`config.mk`:
```
export PLATFORM = sky130hd
export DESIGN_NAME = morse_entry_controller
export DESIGN_NICKNAME = d
export VERILOG_FILES = /design/src/rtl/morse_entry_controller.sv
export SDC_FILE = /design/constraint.sdc
export NUM_CORES = 1
export LEC_CHECK = 0
export BUFFER_PORTS_ARGS = -buffer_cell sky130_fd_sc_hd__buf_2
export CORE_MARGIN = 5
export CORE_UTILIZATION = 40
export DETAILED_ROUTE_END_ITERATION = 10
export GPL_TIMING_DRIVEN = 0
export HOLD_SLACK_MARGIN = 0.08
export PLACE_DENSITY = 0.6
export SYNTH_ARGS = -nofsm -noshare
export SYNTH_HDL_FRONTEND = slang
export SYNTH_SLANG_ARGS = --single-unit
export TNS_END_PERCENT = 5
```
`constraint.sdc`:
```
create_clock -name clk -period 9.2 [get_ports clk]
set_input_delay 1.38 -clock clk [delete_from_list [all_inputs] [get_ports clk]]
set_output_delay 1.38 -clock clk [all_outputs]
set_load 0.1 [all_outputs]
```
`src/rtl/morse_entry_controller.sv`:
```
// Morse word entry sequencer: edge-detects the entry switches, packs symbols two bits each,
// offers the word to the checker and shows its verdict. Optional macro: MORSE_WAIT_TIMEOUT_EN.
module morse_entry_controller #(
    parameter int MAX_SYMS      = 16,
    parameter int RESULT_CYCLES = 50_000_000
) (
    input  logic                          clk,
    input  logic                          reset,
    input  logic                          sw_dash,
    input  logic                          sw_dot,
    input  logic                          sw_space,
    input  logic                          sw_done,
    input  logic                          chk_ready,
    input  logic                          chk_valid,
    input  logic                          chk_correct,
    output logic [2*MAX_SYMS-1:0]         morse_word,
    output logic [$clog2(MAX_SYMS+1)-1:0] sym_count,
    output logic                          word_valid,
    output logic [2:0]                    disp_mode,
    output logic                          overflow
);

    localparam int CNT_W = $clog2(MAX_SYMS + 1);
    localparam int TMR_W = (RESULT_CYCLES > 1) ? $clog2(RESULT_CYCLES) : 1;
    localparam logic [CNT_W-1:0] FULL     = CNT_W'(MAX_SYMS);
    localparam logic [TMR_W-1:0] TMR_LOAD = TMR_W'(RESULT_CYCLES - 1);

    localparam logic [2:0] DISP_BLANK  = 3'd0;
    localparam logic [2:0] DISP_DASH   = 3'd1;
    localparam logic [2:0] DISP_DOT    = 3'd2;
    localparam logic [2:0] DISP_YELLOW = 3'd3;
    localparam logic [2:0] DISP_GREEN  = 3'd4;
    localparam logic [2:0] DISP_RED    = 3'd5;

    typedef enum logic [1:0] {ENTRY, SUBMIT, WAIT_RES, SHOW} state_t;

    state_t                  state, state_n;
    logic [2*MAX_SYMS-1:0]   word_n;
    logic [CNT_W-1:0]        count_n;
    logic                    valid_n;
    logic [2:0]              disp_n;
    logic                    ovf_n;
    logic [TMR_W-1:0]        timer, timer_n;

    // Switch vector order: {done, space, dot, dash}
    logic [3:0] sw_cur, sw_prev, edges;
    logic       one_edge;
    logic [1:0] sym_code;
    logic [2:0] sym_disp;

    assign sw_cur   = {sw_done, sw_space, sw_dot, sw_dash};
    assign edges    = sw_cur & ~sw_prev;
    assign one_edge = $onehot(edges);

    always_comb begin
        sym_code = 2'b00;
        sym_disp = DISP_DOT;
        if (edges[0]) begin
            sym_code = 2'b01;
            sym_disp = DISP_DASH;
        end else if (edges[2]) begin
            sym_code = 2'b10;
            sym_disp = DISP_BLANK;
        end
    end

    always_comb begin
        state_n = state;
        word_n  = morse_word;
        count_n = sym_count;
        valid_n = word_valid;
        disp_n  = disp_mode;
        ovf_n   = overflow;
        timer_n = timer;
        case (state)
            ENTRY: begin
                if (one_edge && edges[3]) begin
                    if (sym_count != '0) begin
                        if (sym_count < FULL) begin
                            word_n  = {morse_word[2*MAX_SYMS-3:0], 2'b11};
                            count_n = sym_count + CNT_W'(1);
                        end else begin
                            ovf_n = 1'b1;
                        end
                        valid_n = 1'b1;
                        disp_n  = DISP_YELLOW;
                        state_n = SUBMIT;
                    end
                end else if (one_edge) begin
                    if (sym_count < FULL) begin
                        word_n  = {morse_word[2*MAX_SYMS-3:0], sym_code};
                        count_n = sym_count + CNT_W'(1);
                        disp_n  = sym_disp;
                    end else begin
                        ovf_n = 1'b1;
                    end
                end
            end
            SUBMIT: begin
                disp_n = DISP_YELLOW;
                if (chk_ready) begin
                    valid_n = 1'b0;
                    state_n = WAIT_RES;
`ifdef MORSE_WAIT_TIMEOUT_EN
                    timer_n = TMR_LOAD;
`endif
                end
            end
            WAIT_RES: begin
                disp_n = DISP_YELLOW;
                if (chk_valid) begin
                    disp_n  = chk_correct ? DISP_GREEN : DISP_RED;
                    timer_n = TMR_LOAD;
                    state_n = SHOW;
`ifdef MORSE_WAIT_TIMEOUT_EN
                end else if (timer == '0) begin
                    // No verdict in time: treat the word as wrong
                    disp_n  = DISP_RED;
                    timer_n = TMR_LOAD;
                    state_n = SHOW;
                end else begin
                    timer_n = timer - TMR_W'(1);
`endif
                end
            end
            SHOW: begin
                if (timer == '0) begin
                    word_n  = '0;
                    count_n = '0;
                    ovf_n   = 1'b0;
                    disp_n  = DISP_BLANK;
                    state_n = ENTRY;
                end else begin
                    timer_n = timer - TMR_W'(1);
                end
            end
            default: begin
                state_n = ENTRY;
            end
        endcase
    end

    always_ff @(posedge clk or posedge reset) begin
        if (reset) begin
            state      <= ENTRY;
            morse_word <= '0;
            sym_count  <= '0;
            word_valid <= 1'b0;
            disp_mode  <= DISP_BLANK;
            overflow   <= 1'b0;
            timer      <= '0;
            sw_prev    <= '0;
        end else begin
            state      <= state_n;
            morse_word <= word_n;
            sym_count  <= count_n;
            word_valid <= valid_n;
            disp_mode  <= disp_n;
            overflow   <= ovf_n;
            timer      <= timer_n;
            sw_prev    <= sw_cur;
        end
    end

endmodule

```
Yosys cells after proc, flatten, opt, wreduce, memory -nomap -nowiden

Index checks and enable logic that the tools add are counted.
W data, S select, Z words.

Register bits after elaboration: 74
Input bits: 9
Word-level logic and storage cells: 87
Output and inout port bits: 42

Equality and inequality tests: 14
Reduce and logical (&&, ||, !) cells: 13
Bitwise gates (word level): 2
Magnitude comparators: 1
Muxes and demuxes: 44
Add/subtract/negate cells: 5

Operators by type and width:

| kind                    | count |
|---|---|
| $mux W32                | 6 |
| $pmux W32 S2            | 1 |
| $mux W26                | 2 |
| $pmux W26 S2            | 1 |
| $logic_not A26 Y1       | 1 |
| $sub A26 B1 Y26 const B | 1 |
| $mux W5                 | 5 |
| $mux W2                 | 9 |
| $mux W3                 | 6 |
| $ne A2 B2 Y1 const B    | 7 |
| $pmux W3 S4             | 1 |
| $reduce_and A4 Y1       | 3 |
| $pmux W5 S2             | 1 |
| $reduce_and A5 Y1       | 2 |
| $mux W1                 | 9 |
| $ne A3 B3 Y1 const B    | 3 |
| $pmux W2 S4             | 1 |
| $reduce_bool A2 Y1      | 3 |
| $add A5 B1 Y5 const B   | 1 |
| $lt A5 B5 Y1 const B    | 1 |
| $reduce_bool A5 Y1      | 1 |
| $add A1 B1 Y2           | 2 |
| $and A4 B4 Y4           | 1 |
| $eq A2 B2 Y1 const B    | 2 |
| other kinds (8)         | 9 |

Logic depth before layout (Yosys ltp)

Word-level depth: 8
Mapped depth: 12
Mapped depth without buffers: 10

Worst setup path after synthesis

OpenSTA, ideal clock, no wires.

Kind: input-to-reg
Start point: input port sw_dash
End point: register morse_word[10]
Cell stages on the path: 12
Buffers on the path: 2
Setup slack: 5158 ps
Setup time: 123 ps
Arrival time: 3919 ps
Cell sequence: nand2b_1 -> inv_1 -> fa_1 -> ha_1 -> ha_1 -> nor3b_1 -> nand2b_1 -> o21ai_0 -> or3b_1 -> buf_6 -> buf_6 -> a22o_1

Cells in the longest elaborated chain, start to end: 7

Ends and longest elaborated chain:

| item                                                               | RTL line | RTL |
|---|---|---|
| start: declaration                                                 | 9        | `input logic sw_dash,` |
| $and A4 B4 Y4 *                                                    | 52       | `assign edges = sw_cur & ~sw_prev;` |
| $add A1 B1 Y2 (not written as such) *                              | 53       | `assign one_edge = $onehot(edges);` |
| $add A2 B2 Y3 (not written as such) *                              | 53       |  |
| $eq A3 B1 Y1 *                                                     | 53       |  |
| $logic_and A1 B1 Y1                                                | 77       | `if (one_edge && edges[3]) begin` |
| $ne A3 B3 Y1 (no line) / $mux W32 (equally long branches)          | n/a      |  |
| $reduce_and A5 Y1 (no line) / $pmux W32 S2 (equally long branches) | n/a      |  |
| end signal: assignment                                             | 155      | `morse_word <= word_n;` |
| end: declaration                                                   | 16       | `output logic [2*MAX_SYMS-1:0] morse_word,` |

Every way passes the cells marked *; elsewhere a longest branch is shown, timed or not.
A chain may end at the register's enable or synchronous reset.

Worst setup path after layout

Start point: input port sw_dash
End point: register morse_word[12]

Same word-level chain as after synthesis.

==> run_results.csv <==
group,metric,value,unit
yosys,ys_types,65,
worst_setup_path,cp.required,9440,ps
finish,n_antenna_cell,0,
finish,areaGrowthSynthToFinish,16.9,%
placement,place.gp.congestion,0.801,
route,drtIter0Drc,129,
global_routing,grt_pass1_vias,2849,
global_routing,grt_max_degree,60,
clocking,cts-root-buf,"clkbuf_8",
worst_setup_path,r2r-start,"sw_prev[0]",
finish,final_cell_mix,"dfrtp_1 (74), buf_2 (51), a22o_1 (30)",
yosys,ys_ff_latch,74,
global_routing,grtUsageTotal,15.5,%
yosys,ys_seq_area_share,48.4,%
clocking,holdBufCountCts,0,
clocking,postCtsSetupRepairBufs,0,
clocking,cts_tree,"done",
flow_run,cap_violations,0,
timing,max-slew-margin-rel,47.0,%
placement,dp_hpwl,6110,um
timing,worst_slew_pin_slew,788,ps
clocking,cts_buffers,9,
clocking,cts_buffer_depth,2,
die,core,9280,sq um
yosys,syn_area,3820,sq um
yosys,synth.area.top_cells,"dfrtp_1 (48%), a22o_1 (6.9%), ha_1 (3.3%)",
timing,hold_violations,0,
timing,setup_tns,0,ps
clocking,cts.sinks,74,
min_path,hold_depth,1,
timing,period_needed,4250,ps
worst_setup_path,crit_arrival,4490,ps
finish,fin_nets,422,
timing,slew_viol_final,0,
worst_setup_path,reg2regPathDepth,11,
worst_setup_path,r2r_slack,5710,ps
route,ant_nets,0,
finish,layout_commonest_cell,"dfrtp_1",
route,drt_wl_total,8510,um
route,avgViaCountPerCell,5.47,
global_routing,grt_overflow,0,
route,drt-pass1-iter-count,4,
yosys,syn_nets,360,
global_routing,grt_first_pass_wirelength,14400,um
yosys,synth_edf_count,0,
yosys,ys.flop_type,"dfrtp_1",
worst_setup_path,worst-path-max-fanout,10,
yosys,syn_area_per_cell,11.2,sq um
clocking,htreeDepth,3,
finish,finalNonFillerCells,536,
finish,seqCellArea,1850,sq um
die,die_area,11600,sq um
min_path,hp-class,"register to register",
yosys,async_flop_share,100,%
finish,fillers,886,
yosys,ys.warnings.count,0,
timing,fin_skew,7.50,ps
die,die_w,108,um
finish,drive_gt1_share,25.6,%
clocking,clock_latency,350,ps
route,vias,2933,
timing,max_freq,235,MHz
worst_setup_path,cp-start-kind,"primary input",
placement,port_buffers,50,
run_status,status,"complete, no violations",
die,initial_core_util,41.2,%
die,die_height,108,um
clocking,ctsResizeCount,0,
placement,numPlacedInstances,520,
route,wl_per_cell,15.9,um
yosys,synth_top_area_cell,"dfrtp_1",
yosys,synth_top_cell_area_share,48.4,%
timing,rsz0062_at_grt,"false",
worst_setup_path,r2r-end,"morse_word[12]",
die,rows,35,
min_path,min_from,"morse_word[30]",
worst_setup_path,worstSetupPathType,"primary input to register",
die,io_pins,51,
yosys,netlist_instances,340,
timing,setup_viol,0,
timing,fin_crit_sh,46.2,%
min_path,hold_end,"morse_word[30]",
worst_setup_path,critPathLaunch,"sw_dash",
clocking,clkTransAtPathRegs,90,ps
worst_setup_path,crit_path_end_kind,"register",
route,drc_errors,0,
finish,multiInputGateArea,1830,sq um
global_routing,antenna_found_initial,0,
-- logic make-up (layout without fill, tap and decap cells) --
group	count (synthesis)	in the layout	share of synthesized area, %
fa+ha+maj	11	11	3.80
compound gates	85	85	17.5
flops	74	74	48.4
mux	11	11	3.04
simple gates	125	125	22.1
xor+xnor	6	6	1.37
buf+inv	28	95	3.76
-- critical path: stages --
cell and delay, ps:
buf_2 110, nand2b_1 120, inv_1 100, fa_1 480
ha_1 210, ha_1 270, nor3b_1 360, nand2_1 290
o21ai_0 490, nor3_1 190, clkbuf_1 260, a22o_1 230
-- flip-flops by register name, summed over array words and instances (netlist names) --
name / flops
morse_word: 32
disp_mode: 3
word_valid: 1
state: 2
overflow: 1
sym_count: 5
timer: 26
sw_prev: 4
-- per-stage QoR --
step                      util, %  cell area (sq um)  setup WS (ps)  hold WS (ps)
after global placement       45.6               4240           4520           493
after detailed placement     45.9               4270           4560           497
after global routing         48.2               4470           4640           522
after CTS                    48.2               4470           4930           519
final                        48.2               4470           4950           515
after floorplan                 -               3820           5160           535
-- cell usage after synthesis, drive strengths merged (6+ instances only) --
master / n
o31ai: 8
o21ai: 12
nor2: 20
a21oi: 10
dfrtp: 74
o211ai: 6
nand2b: 6
nand3: 9
or4: 8
nor3: 11
a22o: 30
inv: 14
nand2: 16
nand4: 7
buf: 6
mux2i: 6
clkbuf: 8
ha: 10
nor4: 9
-- metal layers --
layer / global-route usage [%] / vias to the layer above / part of all wire (%)
met5: 0 / - / 0
met2: 24.1 / 58 / 45
li1: - / 1427 / -
met4: 5.23 / 0 / 1.7
met1: 21.5 / 1435 / 49
met3: 3.36 / 13 / 4.5
-- worst max-delay path by stage --
| stage | end | depth (start not counted) |
|---|---|---|
| 2_1_floorplan | morse_word[10] | 12 |
| 4_1_cts | morse_word[6] | 12 |
| 6_report | morse_word[12] | 12 |
| 5_1_grt | morse_word[6] | 12 |
| 3_5_place_dp | morse_word[28] | 12 |
| 3_3_place_gp | morse_word[6] | 12 |
-- area by class of cell --
| class | count | share of cell area, % |
|---|---|---|
| Sequential cell | 74 | 41.4 |
| Multi-Input combinational cell | 238 | 40.9 |
| Timing Repair Buffer | 51 | 6.21 |
| Tap cell | 129 | 3.61 |
| Clock buffer | 9 | 2.77 |
| Buffer | 14 | 2.04 |
| Clock inverter | 7 | 1.82 |
| Inverter | 14 | 1.23 |
Power is not shown: default switching activity piles up to over one toggle a cycle in this logic, so the estimate is an artifact.
